## src/rtl/pipe_pkg.sv

```systemverilog
// pipe_pkg: per-stage payload layouts and widths for pipe_stage instances.
package pipe_pkg;
    localparam int PC_W     = 32;
    localparam int DATA_W32 = 32;
    localparam int RD_W     = 5;

    typedef struct packed {
        logic [PC_W-1:0]     pc;
        logic [DATA_W32-1:0] instr;
    } if_id_t;

    typedef struct packed {
        logic [PC_W-1:0]     pc;
        logic [DATA_W32-1:0] rs1_val;
        logic [DATA_W32-1:0] rs2_val;
        logic [DATA_W32-1:0] imm;
        logic [RD_W-1:0]     rd;
        logic [7:0]          ctrl;
    } id_ex_t;

    typedef struct packed {
        logic [PC_W-1:0]     pc;
        logic [DATA_W32-1:0] alu;
        logic [DATA_W32-1:0] rs2_val;
        logic [RD_W-1:0]     rd;
        logic [2:0]          ctrl;
    } ex_mem_t;

    typedef struct packed {
        logic [PC_W-1:0]     pc;
        logic [DATA_W32-1:0] alu;
        logic [DATA_W32-1:0] rdata;
        logic [RD_W-1:0]     rd;
        logic                wb;
    } mem_wb_t;

    localparam int IF_ID_W  = $bits(if_id_t);
    localparam int ID_EX_W  = $bits(id_ex_t);
    localparam int EX_MEM_W = $bits(ex_mem_t);
    localparam int MEM_WB_W = $bits(mem_wb_t);
endpackage

```

## src/rtl/pipe_entry.sv

```systemverilog
// pipe_entry: one valid+data register; flush beats load, load beats clear.
module pipe_entry #(
    parameter int                DATA_W     = 102,
    parameter logic [DATA_W-1:0] RESET_DATA = '0
) (
    input  logic              clk_i,
    input  logic              rst_i,
    input  logic              flush_i,
    input  logic              load_i,
    input  logic              clear_i,
    input  logic [DATA_W-1:0] d_i,
    output logic              valid_o,
    output logic [DATA_W-1:0] data_o
);
    always_ff @(posedge clk_i or negedge rst_i) begin
        if (!rst_i) begin
            valid_o <= 1'b0;
            data_o  <= RESET_DATA;
        end else if (flush_i) begin
            valid_o <= 1'b0;
            data_o  <= RESET_DATA;
        end else if (load_i) begin
            valid_o <= 1'b1;
            data_o  <= d_i;
        end else if (clear_i) begin
            valid_o <= 1'b0;
        end
    end
endmodule

```

## src/rtl/pipe_stage.sv

```systemverilog
// pipe_stage: valid/ready pipeline register with flush.
// Define PIPE_STAGE_SKID_EN for a two-entry stage with registered in_ready_o.
module pipe_stage
    import pipe_pkg::*;
#(
    parameter int                DATA_W     = MEM_WB_W,
    parameter logic [DATA_W-1:0] RESET_DATA = '0
) (
    input  logic              clk_i,
    input  logic              rst_i,
    input  logic              flush_i,
    input  logic              in_valid_i,
    output logic              in_ready_o,
    input  logic [DATA_W-1:0] in_data_i,
    output logic              out_valid_o,
    input  logic              out_ready_i,
    output logic [DATA_W-1:0] out_data_o,
    output logic [1:0]        occ_o
);
    logic              main_adv;
    logic              accept;
    logic              m_load;
    logic [DATA_W-1:0] m_d;

    // main may take a new beat whenever it is empty or its beat leaves now
    assign main_adv = !out_valid_o | out_ready_i;
    assign accept   = in_valid_i & in_ready_o;

`ifdef PIPE_STAGE_SKID_EN
    logic              s_valid;
    logic [DATA_W-1:0] s_data;

    assign in_ready_o = !s_valid;
    assign m_load     = main_adv & (s_valid | accept);
    assign m_d        = s_valid ? s_data : in_data_i;
    assign occ_o      = {1'b0, out_valid_o} + {1'b0, s_valid};

    pipe_entry #(.DATA_W(DATA_W), .RESET_DATA(RESET_DATA)) u_skid (
        .clk_i   (clk_i),
        .rst_i   (rst_i),
        .flush_i (flush_i),
        .load_i  (!main_adv & accept),
        .clear_i (main_adv),
        .d_i     (in_data_i),
        .valid_o (s_valid),
        .data_o  (s_data)
    );
`else
    assign in_ready_o = main_adv;
    assign m_load     = accept;
    assign m_d        = in_data_i;
    assign occ_o      = {1'b0, out_valid_o};
`endif

    pipe_entry #(.DATA_W(DATA_W), .RESET_DATA(RESET_DATA)) u_main (
        .clk_i   (clk_i),
        .rst_i   (rst_i),
        .flush_i (flush_i),
        .load_i  (m_load),
        .clear_i (main_adv),
        .d_i     (m_d),
        .valid_o (out_valid_o),
        .data_o  (out_data_o)
    );
endmodule

```

## config.mk

```make
export PLATFORM = sky130hd
export DESIGN_NAME = pipe_stage
export DESIGN_NICKNAME = d
export VERILOG_FILES = /design/src/rtl/pipe_pkg.sv /design/src/rtl/pipe_entry.sv /design/src/rtl/pipe_stage.sv
export SDC_FILE = /design/constraint.sdc
export NUM_CORES = 1
export LEC_CHECK = 0
export BUFFER_PORTS_ARGS = -buffer_cell sky130_fd_sc_hd__buf_2
export CORE_MARGIN = 1
export CORE_UTILIZATION = 49
export CTS_BUF_LIST = sky130_fd_sc_hd__clkbuf_8
export CTS_CLUSTER_DIAMETER = 100
export CTS_CLUSTER_SIZE = 25
export DETAILED_ROUTE_END_ITERATION = 16
export PLACE_DENSITY = 0.9
export SYNTH_ARGS = -nofsm -noshare
export SYNTH_HDL_FRONTEND = slang
export SYNTH_SLANG_ARGS = --single-unit
```

## constraint.sdc

```tcl
create_clock -name clk_i -period 1.43 [get_ports clk_i]
set_input_delay 0.286 -clock clk_i [delete_from_list [all_inputs] [get_ports clk_i]]
set_output_delay 0.286 -clock clk_i [all_outputs]
set_load 0.01 [all_outputs]
```

### Word-level counts from Yosys, hierarchy flattened

Cells that the tools add are included.

| word-level totals | value |
|---|---|
| logic and storage cells | 12 |
| bits of input ports | 107 |
| output and inout bits | 106 |
| bits in registers | 103 |

| operators by class | value |
|---|---|
| mux-type cells | 5 |
| reductions and logical operators | 3 |
| bitwise gates (word level) | 2 |

Operators by type and width:

| kind | number |
|---|---|
| $mux W102 | 2 |
| $mux W1 | 3 |
| $reduce_bool A3 Y1 | 1 |
| $reduce_bool A2 Y1 | 1 |
| $and A1 B1 Y1 | 1 |
| $logic_not A1 Y1 | 1 |
| $or A1 B1 Y1 | 1 |

### Depth between registers and ports, before layout

Gate-level depths: netlist of run 1.

| logic depth | value |
|---|---|
| word-level depth | 5 |
| depth in mapped cells | 6 |

### Cells and area by module

Synthesis of run 1 repeated with hierarchy kept, for this count alone.

| second synthesis, totals | value |
|---|---|
| cell total of the unflattened synthesis | 338 |
| area total of the unflattened synthesis | 4265.3 µm² |

Modules (own cells, without submodules):

| module | sequential area each (µm²) | instances | area an instance (µm²) | cells each |
|---|---|---|---|---|
| pipe_entry | 2577.5 | 1 | 4224.1 | 333 |
| pipe_stage | 0.0 | 1 | 41.3 | 5 |

### Worst setup path before layout of run 1

Ideal clock, no wire load.

| path | value |
|---|---|
| path type | register to register |
| from | reg u_main.valid_o |
| to | reg u_main.data_o[53] |
| library setup time | 0.146 ns |
| data required time | 1.284 ns |
| arrival | 1.092 ns |
| cell stages (with the launch flop) | 6 |
| path slack | 0.192 ns |
| path through | dfrtp_1 nand2b_1 buf_6 clkbuf_1 a21bo_2 a21oi_1 |

| between the ends | value |
|---|---|
| cells in the longest elaborated chain, start to end | 4 |

RTL lines:

| element | line | source |
|---|---|---|
| start, declared | pipe_entry.sv:12 | `output logic valid_o,` |
| start signal, assigned | pipe_entry.sv:17 | `valid_o <= 1'b0;` |
| start signal, assigned | pipe_entry.sv:20 | `valid_o <= 1'b0;` |
| start signal, assigned | pipe_entry.sv:23 | `valid_o <= 1'b1;` |
| $logic_not A1 Y1 | pipe_stage.sv:26 | `assign main_adv = !out_valid_o \| out_ready_i;` |
| $or A1 B1 Y1 | pipe_stage.sv:26 |  |
| $and A1 B1 Y1 | pipe_stage.sv:27 | `assign accept = in_valid_i & in_ready_o;` |
| $reduce_bool A2 Y1 (no source line) | n/a |  |
| end signal, assigned | pipe_entry.sv:24 | `data_o <= d_i;` |
| end, declared | pipe_entry.sv:13 | `output logic [DATA_W-1:0] data_o` |

Every way passes these cells.
A chain may end at the register's enable or synchronous reset.

### Worst setup path in the final report of run 1

| path | value |
|---|---|
| from | reg u_main.valid_o |
| to | out in_ready_o |

| between the ends | value |
|---|---|
| cells in the longest elaborated chain, start to end | 2 |

RTL lines:

| element | line | source |
|---|---|---|
| $logic_not A1 Y1 | pipe_stage.sv:26 |  |
| $or A1 B1 Y1 | pipe_stage.sv:26 |  |
| end, declared | pipe_stage.sv:13 | `output logic in_ready_o,` |

Every way passes these cells.

==> report_table.html, run 1 <==
<table>
<tr><th>Metric</th><th>Value</th></tr>
<tr><th colspan="2">Route</th></tr>
<tr><td>Avg WL per Cell</td><td>between 15 and 20 um</td></tr>
<tr><td>Drt pass-1 iters</td><td>4</td></tr>
<tr><td>Remaining DRCs</td><td>0</td></tr>
<tr><td>Detailed-route via count</td><td>4385</td></tr>
<tr><td>Post-route antenna net violation count</td><td>0</td></tr>
<tr><td>Number of design-rule violations left by the first detailed-router iteration</td><td>319</td></tr>
<tr><td>Average vias per placed instance</td><td>5.45</td></tr>
<tr><td>Post-Route WL</td><td>~14000 um</td></tr>
<tr><th colspan="2">Clock tree</th></tr>
<tr><td>Clock input transition at the sequential cells of the worst setup and hold paths</td><td>around 0.11 ns</td></tr>
<tr><td>CTS H-tree lvls</td><td>3</td></tr>
<tr><td>Root cell of the clock tree</td><td>sky130_fd_sc_hd__clkbuf_8</td></tr>
<tr><td>CTS tree</td><td>yes</td></tr>
<tr><td>Later-pin clock latency in the skew report</td><td>roughly 0.36 ns</td></tr>
<tr><td>Clock Tree Buf Depth</td><td>2</td></tr>
<tr><td>Total clock sinks</td><td>103</td></tr>
<tr><td>Total clock buffers created by CTS</td><td>9</td></tr>
<tr><th colspan="2">Timing</th></tr>
<tr><td>Final Max Slew Viols</td><td>0</td></tr>
<tr><td>Fraction of the cycle the final worst path needs</td><td>99.1%</td></tr>
<tr><td>Setup repair after global routing missed its margin</td><td>true</td></tr>
<tr><td>Highest achievable clock rate</td><td>0.706 GHz</td></tr>
<tr><td>Final period demand of the worst path</td><td>1.42 ns</td></tr>
<tr><td>Worst clock skew</td><td>0.0158 ns</td></tr>
<tr><td>Final Hold Violating Endpoints</td><td>0</td></tr>
<tr><td>Finish-stage setup viols</td><td>0</td></tr>
<tr><td>Worst Hold Margin</td><td>between 0.15 and 0.2 ns</td></tr>
<tr><th colspan="2">Final layout</th></tr>
<tr><td>Filler Cells Inserted</td><td>around 750</td></tr>
<tr><td>Count of antenna diodes in the layout</td><td>0</td></tr>
<tr><td>Fraction of final layout cells with drive strength greater than 1</td><td>a little over half</td></tr>
<tr><td>Area delta synth-&gt;final</td><td>31.9%</td></tr>
<tr><td>Top library cells by usage in the layout, fill and taps aside</td><td>sky130_fd_sc_hd__buf_2, sky130_fd_sc_hd__dfrtp_1, sky130_fd_sc_hd__nand3_1</td></tr>
<tr><td>Commonest non-fill, non-tap cell in the layout</td><td>sky130_fd_sc_hd__buf_2</td></tr>
<tr><td>Final #Nets</td><td>about 770</td></tr>
<tr><td>Share of the core filled with cells in the final layout</td><td>67.8%</td></tr>
<tr><th colspan="2">Power and ir drop</th></tr>
<tr><td>Cell Int Power</td><td>4.56 mW</td></tr>
<tr><td>Power density normalized to cell area</td><td>approximately 940 nW/um^2</td></tr>
<tr><td>Share of power burned in combinational logic</td><td>roughly a fifth</td></tr>
<tr><td>Switching Share</td><td>between 20% and 30%</td></tr>
<tr><td>Relative contribution of sequential cells to total power</td><td>49.9%</td></tr>
<tr><td>Clock power share</td><td>approximately 30%</td></tr>
<tr><td>Net load switching power</td><td>between 1.5 and 2 mW</td></tr>
<tr><td>Leak</td><td>about 3.4 nW</td></tr>
<tr><td>Worst VDD drop</td><td>about 0.46 mV</td></tr>
<tr><th colspan="2">Critical path</th></tr>
<tr><td>Maximum fanout encountered on the critical timing path</td><td>3</td></tr>
<tr><td>Cell count of the worst reg-to-reg path</td><td>5</td></tr>
<tr><td>Required @ worst endpoint</td><td>1.14 ns</td></tr>
<tr><td>Type of element capturing the critical path</td><td>output port</td></tr>
<tr><td>Worst Setup Start Kind</td><td>flop</td></tr>
<tr><td>Sequence of cells on the critical path</td><td>nand2b_4 -&gt; buf_12 -&gt; buf_6</td></tr>
<tr><td>Max stage delay on crit path</td><td>approximately 0.42 ns</td></tr>
<tr><td>Reg2Reg Setup Slack</td><td>approximately 0.060 ns</td></tr>
<tr><td>Cell with the largest stage delay on the worst path</td><td>sky130_fd_sc_hd__dfrtp_1</td></tr>
<tr><td>Crit path arrival time</td><td>between 1 and 1.5 ns</td></tr>
<tr><td>R2R Path Start</td><td>u_main.valid_o$_DFFE_PN0P_</td></tr>
<tr><td>Critical setup path kind</td><td>reg2out</td></tr>
<tr><td>Critical R2R Capture</td><td>u_main.data_o[24]$_DFFE_PN0P_</td></tr>
<tr><th colspan="2">Placement</th></tr>
<tr><td>Detailed Place HPWL</td><td>just over 9000 um</td></tr>
<tr><td>Routability congestion estimate</td><td>a little under 0.9</td></tr>
<tr><td>PortBufs</td><td>between 200 and 250</td></tr>
<tr><th colspan="2">GRT</th></tr>
<tr><td>Vias in the first global route</td><td>between 4000 and 5000</td></tr>
<tr><td>Antenna violations before repair</td><td>0</td></tr>
<tr><td>GR Util All Layers</td><td>~25%</td></tr>
<tr><td>Wire length of the first global-routing pass</td><td>around 22000 um</td></tr>
<tr><td>Pin count of the biggest net entering global routing</td><td>53</td></tr>
<tr><td>Global-route congestion overflow total</td><td>0</td></tr>
<tr><th colspan="2">Floorplan</th></tr>
<tr><td>Starting density of the core</td><td>just over 50%</td></tr>
<tr><td>Die span in x</td><td>about 100 um</td></tr>
<tr><td>Height of the die</td><td>a little over 100 um</td></tr>
<tr><td>Top-level I/O count</td><td>~210</td></tr>
<tr><td>Die ar.</td><td>about 11000 sq um</td></tr>
<tr><td>Number of core rows</td><td>36</td></tr>
<tr><td>Placeable core region</td><td>~9900 sq um</td></tr>
<tr><th colspan="2">Run</th></tr>
<tr><td>Max_cap viols</td><td>0</td></tr>
<tr><th colspan="2">Hold path</th></tr>
<tr><td>Startpoint of the worst hold path</td><td>in_data_i[51]</td></tr>
<tr><td>Hold-critical path depth</td><td>3</td></tr>
<tr><td>Endpoint of the worst hold path</td><td>u_main.data_o[51]$_DFFE_PN0P_</td></tr>
<tr><td>Hold crit path type</td><td>in2reg</td></tr>
<tr><th colspan="2">Synthesis</th></tr>
<tr><td>Synthesized area divided by synthesized cell count</td><td>~11 sq um</td></tr>
<tr><td>Combined area of all synthesized cells</td><td>just over 5000 sq um</td></tr>
<tr><td>Post-synthesis net count</td><td>approximately 580</td></tr>
<tr><td>Top cell type by total area after synthesis</td><td>sky130_fd_sc_hd__dfrtp_1</td></tr>
<tr><td>Portion of synthesized cell area occupied by the leading cell type</td><td>50.6%</td></tr>
<tr><td>Warnings from Yosys</td><td>0</td></tr>
<tr><td>Synth top area cells</td><td>sky130_fd_sc_hd__dfrtp_1, sky130_fd_sc_hd__a21bo_2, sky130_fd_sc_hd__nand3_1</td></tr>
<tr><td>Post-synth cell types</td><td>14</td></tr>
<tr><td>Seq cells post-synth</td><td>between 100 and 150</td></tr>
<tr><td>Proportion of synthesized chip area in sequential cells</td><td>about half</td></tr>
<tr><td>Post-Synthesis Cells</td><td>between 400 and 500</td></tr>
<tr><th colspan="2">Status</th></tr>
<tr><td>Run status</td><td>complete, no violations</td></tr>
</table>
==> cells by family (layout without fill, tap and decap cells) <==
group	Yosys count	count (layout)	share of synthesized area (%)
compound gates	205	205	32.8
other cells	1	1	0.0737
buf+inv	60	260	6.32
simple gates	103	103	10.2
flops	103	103	50.6
==> power by group through the flow <==
stage	logic [mW]	clock network (mW)	registers (mW)
2_1_floorplan	0.559	0	3.28
3_3_place_gp	1.12	0	3.20
3_5_place_dp	1.16	0	3.21
4_1_cts	1.21	2.00	3.15
5_1_grt	1.32	2.11	3.17
6_report	1.22	1.95	3.15
==> repair_timing <==
item	4_1_cts	5_1_grt
hold endpoints to repair	18	0
gates resized for setup	2	9
setup buffers	4	0
gates cloned	2	1
endpoints found under the setup margin	1	19
hold buffers	1	0
==> worst max-delay path, delay by kind of cell, from the launching register on <==
kind          cells  cell delay, ns
simple gates      1            0.10
buf+inv           2            0.25
flops             1            0.42
==> metal layers <==
layer	part of all wire, %	global-route usage [%]	up-vias
met5	0	0	-
met4	1.5	8.78	0
met2	50	44.0	179
li1	-	-	2068
met3	5.9	4.76	21
met1	42	31.4	2117
==> stage by stage <==
step / total power [mW] / std cells / instance area [sq um] / setup slack [ns] / setup TNS [ns]
global placement: 4.32 / 781 / 6330 / 0.115 / 0
finish: 6.32 / 805 / 6720 / 0.0127 / 0
global route: 6.60 / 805 / 6720 / -0.0466 / -0.0622
CTS: 6.36 / 804 / 6660 / -0.00177 / -0.00177
floorplan: 3.84 / 472 / 5090 / 0.192 / 0
detailed placement: 4.37 / 781 / 6330 / 0.107 / 0
==> synthesized netlist by cell type <==
cell type                    n
sky130_fd_sc_hd__a21oi_1    67
sky130_fd_sc_hd__buf_1       3
sky130_fd_sc_hd__buf_2      26
sky130_fd_sc_hd__buf_4       5
sky130_fd_sc_hd__inv_1       1
sky130_fd_sc_hd__nand2b_1    1
sky130_fd_sc_hd__a21bo_1    36
sky130_fd_sc_hd__clkbuf_1   19
sky130_fd_sc_hd__nand3_1   102
sky130_fd_sc_hd__conb_1      1
sky130_fd_sc_hd__a21bo_2    66
sky130_fd_sc_hd__buf_6       6
sky130_fd_sc_hd__a21oi_2    36
sky130_fd_sc_hd__dfrtp_1   103
==> flip-flops by register name, indices dropped and copies added (netlist names) <==
register / cells
u_main.data_o: 102
u_main.valid_o: 1
==> how the worst max path moves through the flow <==
stage	to	slack [ns]	cells after the start	start
global route	in_ready_o	-0.05	3	u_main.valid_o$_DFFE_PN0P_
finish	in_ready_o	0.01	3	u_main.valid_o$_DFFE_PN0P_
CTS	in_ready_o	-0.002	3	u_main.valid_o$_DFFE_PN0P_
detailed placement	in_ready_o	0.11	3	u_main.valid_o$_DFFE_PN0P_
floorplan	u_main.data_o[53]$_DFFE_PN0P_	0.19	5	u_main.valid_o$_DFFE_PN0P_
global placement	in_ready_o	0.11	4	out_ready_i
==> final cells by class <==
type,count,area (sq um),share of cell area (%)
flip-flops and latches,103,2580,38.4
well taps,133,166,2.48
multi-input cells,309,2220,33.0
clock inverters,5,63.8,0.950
clock buffers,11,151,2.25
inverters,1,3.75,0.0559
repair buffers,243,1540,22.9
No activity file was read; power rests on OpenSTA's default activity.
==> run 2, diff against run 1 <==
Clock period 1.43 ns to 1.6 ns, I/O delays scaled along.
==> report_table.html, run 2 (synthesis results as in run 1) <==
<table>
<tr><th>Metric</th><th>Value</th></tr>
<tr><th colspan="2">Critical path</th></tr>
<tr><td>Crit path arrival time</td><td>1.22 ns (+0.09 ns)</td></tr>
<tr><td>Critical Path Start</td><td>u_main.valid_o$_DFFE_PN0P_</td></tr>
<tr><td>Type of element capturing the critical path</td><td>output port</td></tr>
<tr><td>Cell count of the worst reg-to-reg path</td><td>5 (unchanged)</td></tr>
<tr><td>Reg2Reg Setup Slack</td><td>0.15 ns (+0.09 ns)</td></tr>
<tr><td>Worst Setup Start Kind</td><td>flop</td></tr>
<tr><td>Critical setup path kind</td><td>reg2out</td></tr>
<tr><td>Critical R2R Capture</td><td>u_main.data_o[55]$_DFFE_PN0P_</td></tr>
<tr><td>Required @ worst endpoint</td><td>1.28 ns (+0.14 ns)</td></tr>
<tr><td>Maximum fanout encountered on the critical timing path</td><td>21 (+18)</td></tr>
<tr><td>Worst setup path endpoint</td><td>in_ready_o</td></tr>
<tr><td>R2R Path Start</td><td>u_main.valid_o$_DFFE_PN0P_</td></tr>
<tr><th colspan="2">Floorplan</th></tr>
<tr><td>Number of core rows</td><td>36 (unchanged)</td></tr>
<tr><td>Placeable core region</td><td>9910 sq um (unchanged)</td></tr>
<tr><td>Starting density of the core</td><td>51.4% (unchanged)</td></tr>
<tr><td>Height of the die</td><td>104 um (unchanged)</td></tr>
<tr><td>Top-level I/O count</td><td>213 (unchanged)</td></tr>
<tr><td>Die ar.</td><td>10800 sq um (unchanged)</td></tr>
<tr><td>Die span in x</td><td>104 um (unchanged)</td></tr>
<tr><th colspan="2">Final layout</th></tr>
<tr><td>Area delta synth-&gt;final</td><td>28.7%</td></tr>
<tr><td>Filler Cells Inserted</td><td>750 (+0.27%)</td></tr>
<tr><td>Commonest non-fill, non-tap cell in the layout</td><td>sky130_fd_sc_hd__buf_2</td></tr>
<tr><td>Largest register by flop count</td><td>u_main.data_o</td></tr>
<tr><td>Count of antenna diodes in the layout</td><td>0 (unchanged)</td></tr>
<tr><td>Fraction of final layout cells with drive strength greater than 1</td><td>52.8% (-1.7 points)</td></tr>
<tr><td>Number of flip-flops in the largest register</td><td>102 (unchanged)</td></tr>
<tr><td>Top Registers</td><td>u_main.data_o: 102 flops, u_main.valid_o: 1 flops</td></tr>
<tr><td>Top library cells by usage in the layout, fill and taps aside</td><td>sky130_fd_sc_hd__buf_2, sky130_fd_sc_hd__dfrtp_1, sky130_fd_sc_hd__nand3_1</td></tr>
<tr><td>Final #Nets</td><td>765 (-1.2%)</td></tr>
<tr><th colspan="2">Timing</th></tr>
<tr><td>Finish-stage setup viols</td><td>0 (unchanged)</td></tr>
<tr><td>Setup repair after global routing missed its margin</td><td>false</td></tr>
<tr><td>Worst Hold Margin</td><td>0.185 ns (+0.0302 ns)</td></tr>
<tr><td>Highest achievable clock rate</td><td>around 0.65 GHz</td></tr>
<tr><td>Final Max Slew Viols</td><td>0 (unchanged)</td></tr>
<tr><td>Worst clock skew</td><td>0.0113 ns (-0.00454 ns)</td></tr>
<tr><td>Final Hold Violating Endpoints</td><td>0 (unchanged)</td></tr>
<tr><td>Final worst setup slack</td><td>0.0600 ns (+0.0473 ns)</td></tr>
<tr><td>Sum of negative setup slack</td><td>0 ns (unchanged)</td></tr>
<tr><td>Fraction of the cycle the final worst path needs</td><td>96.3%</td></tr>
<tr><td>Final period demand of the worst path</td><td>between 1.5 and 2 ns</td></tr>
<tr><th colspan="2">Clock tree</th></tr>
<tr><td>Total clock buffers created by CTS</td><td>9 (unchanged)</td></tr>
<tr><td>CTS tree</td><td>yes</td></tr>
<tr><td>Root cell of the clock tree</td><td>sky130_fd_sc_hd__clkbuf_8</td></tr>
<tr><td>Clock input transition at the sequential cells of the worst setup and hold paths</td><td>0.10 ns (about the same)</td></tr>
<tr><td>CTS H-tree lvls</td><td>3 (unchanged)</td></tr>
<tr><td>Clock Tree Buf Depth</td><td>2 (unchanged)</td></tr>
<tr><td>Later-pin clock latency in the skew report</td><td>0.35 ns (about the same)</td></tr>
<tr><td>Total clock sinks</td><td>103 (unchanged)</td></tr>
<tr><th colspan="2">Route</th></tr>
<tr><td>Post-route antenna net violation count</td><td>0 (unchanged)</td></tr>
<tr><td>Remaining DRCs</td><td>0 (unchanged)</td></tr>
<tr><td>Avg WL per Cell</td><td>16.2 um (-4.8%)</td></tr>
<tr><td>Drt pass-1 iters</td><td>6 (+2)</td></tr>
<tr><td>Detailed-route via count</td><td>4309 (-1.7%)</td></tr>
<tr><td>Number of design-rule violations left by the first detailed-router iteration</td><td>276 (-13%)</td></tr>
<tr><td>Post-Route WL</td><td>12900 um (-5.9%)</td></tr>
<tr><td>Average vias per placed instance</td><td>5.41 (-0.62%)</td></tr>
<tr><th colspan="2">Placement</th></tr>
<tr><td>Post-placement worst setup slack</td><td>0.185 ns (+0.0776 ns)</td></tr>
<tr><td>Routability congestion estimate</td><td>0.841 (-2.9%)</td></tr>
<tr><td>PortBufs</td><td>211 (unchanged)</td></tr>
<tr><td>Detailed Place HPWL</td><td>8910 um (-3.4%)</td></tr>
<tr><th colspan="2">Power and ir drop</th></tr>
<tr><td>Clock power share</td><td>30.4% (-0.5 points)</td></tr>
<tr><td>Leak</td><td>3.32 nW (-2.0%)</td></tr>
<tr><td>Switching Share</td><td>26.5% (-1.3 points)</td></tr>
<tr><td>Power density normalized to cell area</td><td>844 nW/um^2 (-10%)</td></tr>
<tr><td>Share of power burned in combinational logic</td><td>18.7% (-0.5 points)</td></tr>
<tr><td>Worst VDD drop</td><td>0.418 mV (-9.7%)</td></tr>
<tr><td>Relative contribution of sequential cells to total power</td><td>50.9% (+1.0 points)</td></tr>
<tr><td>Cell Int Power</td><td>4.07 mW (-11%)</td></tr>
<tr><td>Net load switching power</td><td>1.46 mW (-17%)</td></tr>
<tr><th colspan="2">GRT</th></tr>
<tr><td>Wire length of the first global-routing pass</td><td>20800 um (-4.6%)</td></tr>
<tr><td>Antenna violations before repair</td><td>0 (unchanged)</td></tr>
<tr><td>Global-route congestion overflow total</td><td>0 (unchanged)</td></tr>
<tr><td>Pin count of the biggest net entering global routing</td><td>54 (+1.9%)</td></tr>
<tr><td>GR Util All Layers</td><td>23.8% (-1.4 points)</td></tr>
<tr><td>Met3 Track Usage GR</td><td>4.39% (-0.38 points)</td></tr>
<tr><td>Vias in the first global route</td><td>4286 (-4.1%)</td></tr>
<tr><td>Routing layer with the top usage in global route</td><td>met2</td></tr>
<tr><td>Met2 global-route usage</td><td>39.0% (-5.0 points)</td></tr>
<tr><td>Routing usage on met1</td><td>31.2% (-0.17 points)</td></tr>
<tr><th colspan="2">Run</th></tr>
<tr><td>Max_cap viols</td><td>0 (unchanged)</td></tr>
<tr><th colspan="2">Status</th></tr>
<tr><td>Run status</td><td>complete, no violations</td></tr>
<tr><th colspan="2">Hold path</th></tr>
<tr><td>Hold crit path type</td><td>in2reg</td></tr>
</table>
[run 2: cell types whose count changed in the layout (fill, tap and decap cells not counted)]
| cell | change |
|---|---|
| sky130_fd_sc_hd__buf_16 | -2 |
| sky130_fd_sc_hd__clkbuf_8 | +1 |
| sky130_fd_sc_hd__clkinv_4 | -2 |
| sky130_fd_sc_hd__buf_4 | -3 |
| sky130_fd_sc_hd__a21oi_1 | +5 |
| sky130_fd_sc_hd__a21oi_2 | -5 |
| sky130_fd_sc_hd__inv_1 | +2 |
| sky130_fd_sc_hd__buf_6 | -4 |
| sky130_fd_sc_hd__inv_6 | -1 |
| sky130_fd_sc_hd__buf_2 | +1 |
| sky130_fd_sc_hd__clkbuf_16 | -1 |
[run 2: through the flow]
stage	utilization (%)	cell area, sq um	total power [mW]	cells
2_1_floorplan	-	5090	3.43	472
3_3_place_gp	63.4	6280	3.84	776
3_5_place_dp	63.4	6280	3.89	776
4_1_cts	66.0	6540	5.58	795
5_1_grt	66.1	6550	5.78	796
6_report	66.1	6550	5.53	796
[run 2: worst min path at each step]
stage | start | to | cells past startpoint
final | flush_i | u_main.data_o[13]$_DFFE_PN0P_ | 2
after global routing | flush_i | u_main.data_o[13]$_DFFE_PN0P_ | 2
after CTS | flush_i | u_main.data_o[13]$_DFFE_PN0P_ | 2
after detailed placement | rst_i | u_main.data_o[31]$_DFFE_PN0P_ | 1
after global placement | rst_i | u_main.data_o[31]$_DFFE_PN0P_ | 1
after floorplan | rst_i | u_main.data_o[0]$_DFFE_PN0P_ | 0
[run 2: layout make-up]
class | count | area (sq um) | area share [%]
timing repair buffer | 234 | 1390 | 21.3
multi-input combinational | 309 | 2200 | 33.6
tap | 133 | 166 | 2.54
sequential | 103 | 2580 | 39.4
clock buffer | 12 | 165 | 2.52
inverter | 1 | 3.75 | 0.0573
clock inverter | 4 | 45.0 | 0.688
[run 2: critical path, stage by stage, from the launching register on]
cell                       delay [ns]
sky130_fd_sc_hd__dfrtp_1         0.42
sky130_fd_sc_hd__nand2b_4        0.13
sky130_fd_sc_hd__buf_12          0.17
sky130_fd_sc_hd__buf_2           0.14
[run 2: per-layer routing]
metal	routed length [um]	vias up
met2	6280	186
met4	270	0
li1	-	2045
met1	5470	2054
met3	838	24
met5	0	-
[run 2: power groups by stage]
stage / clock network, mW / registers [mW] / logic, mW
floorplan: 0 / 2.93 / 0.500
global placement: 0 / 2.86 / 0.988
detailed placement: 0 / 2.86 / 1.02
CTS: 1.73 / 2.82 / 1.04
global route: 1.82 / 2.83 / 1.13
finish: 1.68 / 2.81 / 1.04
[run 2: what timing repair did]
item / CTS / global route
resized for setup: 0 / 0
setup buffers: 1 / 1
endpoints found under the hold margin: 15 / 0
cloned: 1 / 0
endpoints found under the setup margin: 1 / 1
hold buffers: 1 / 0
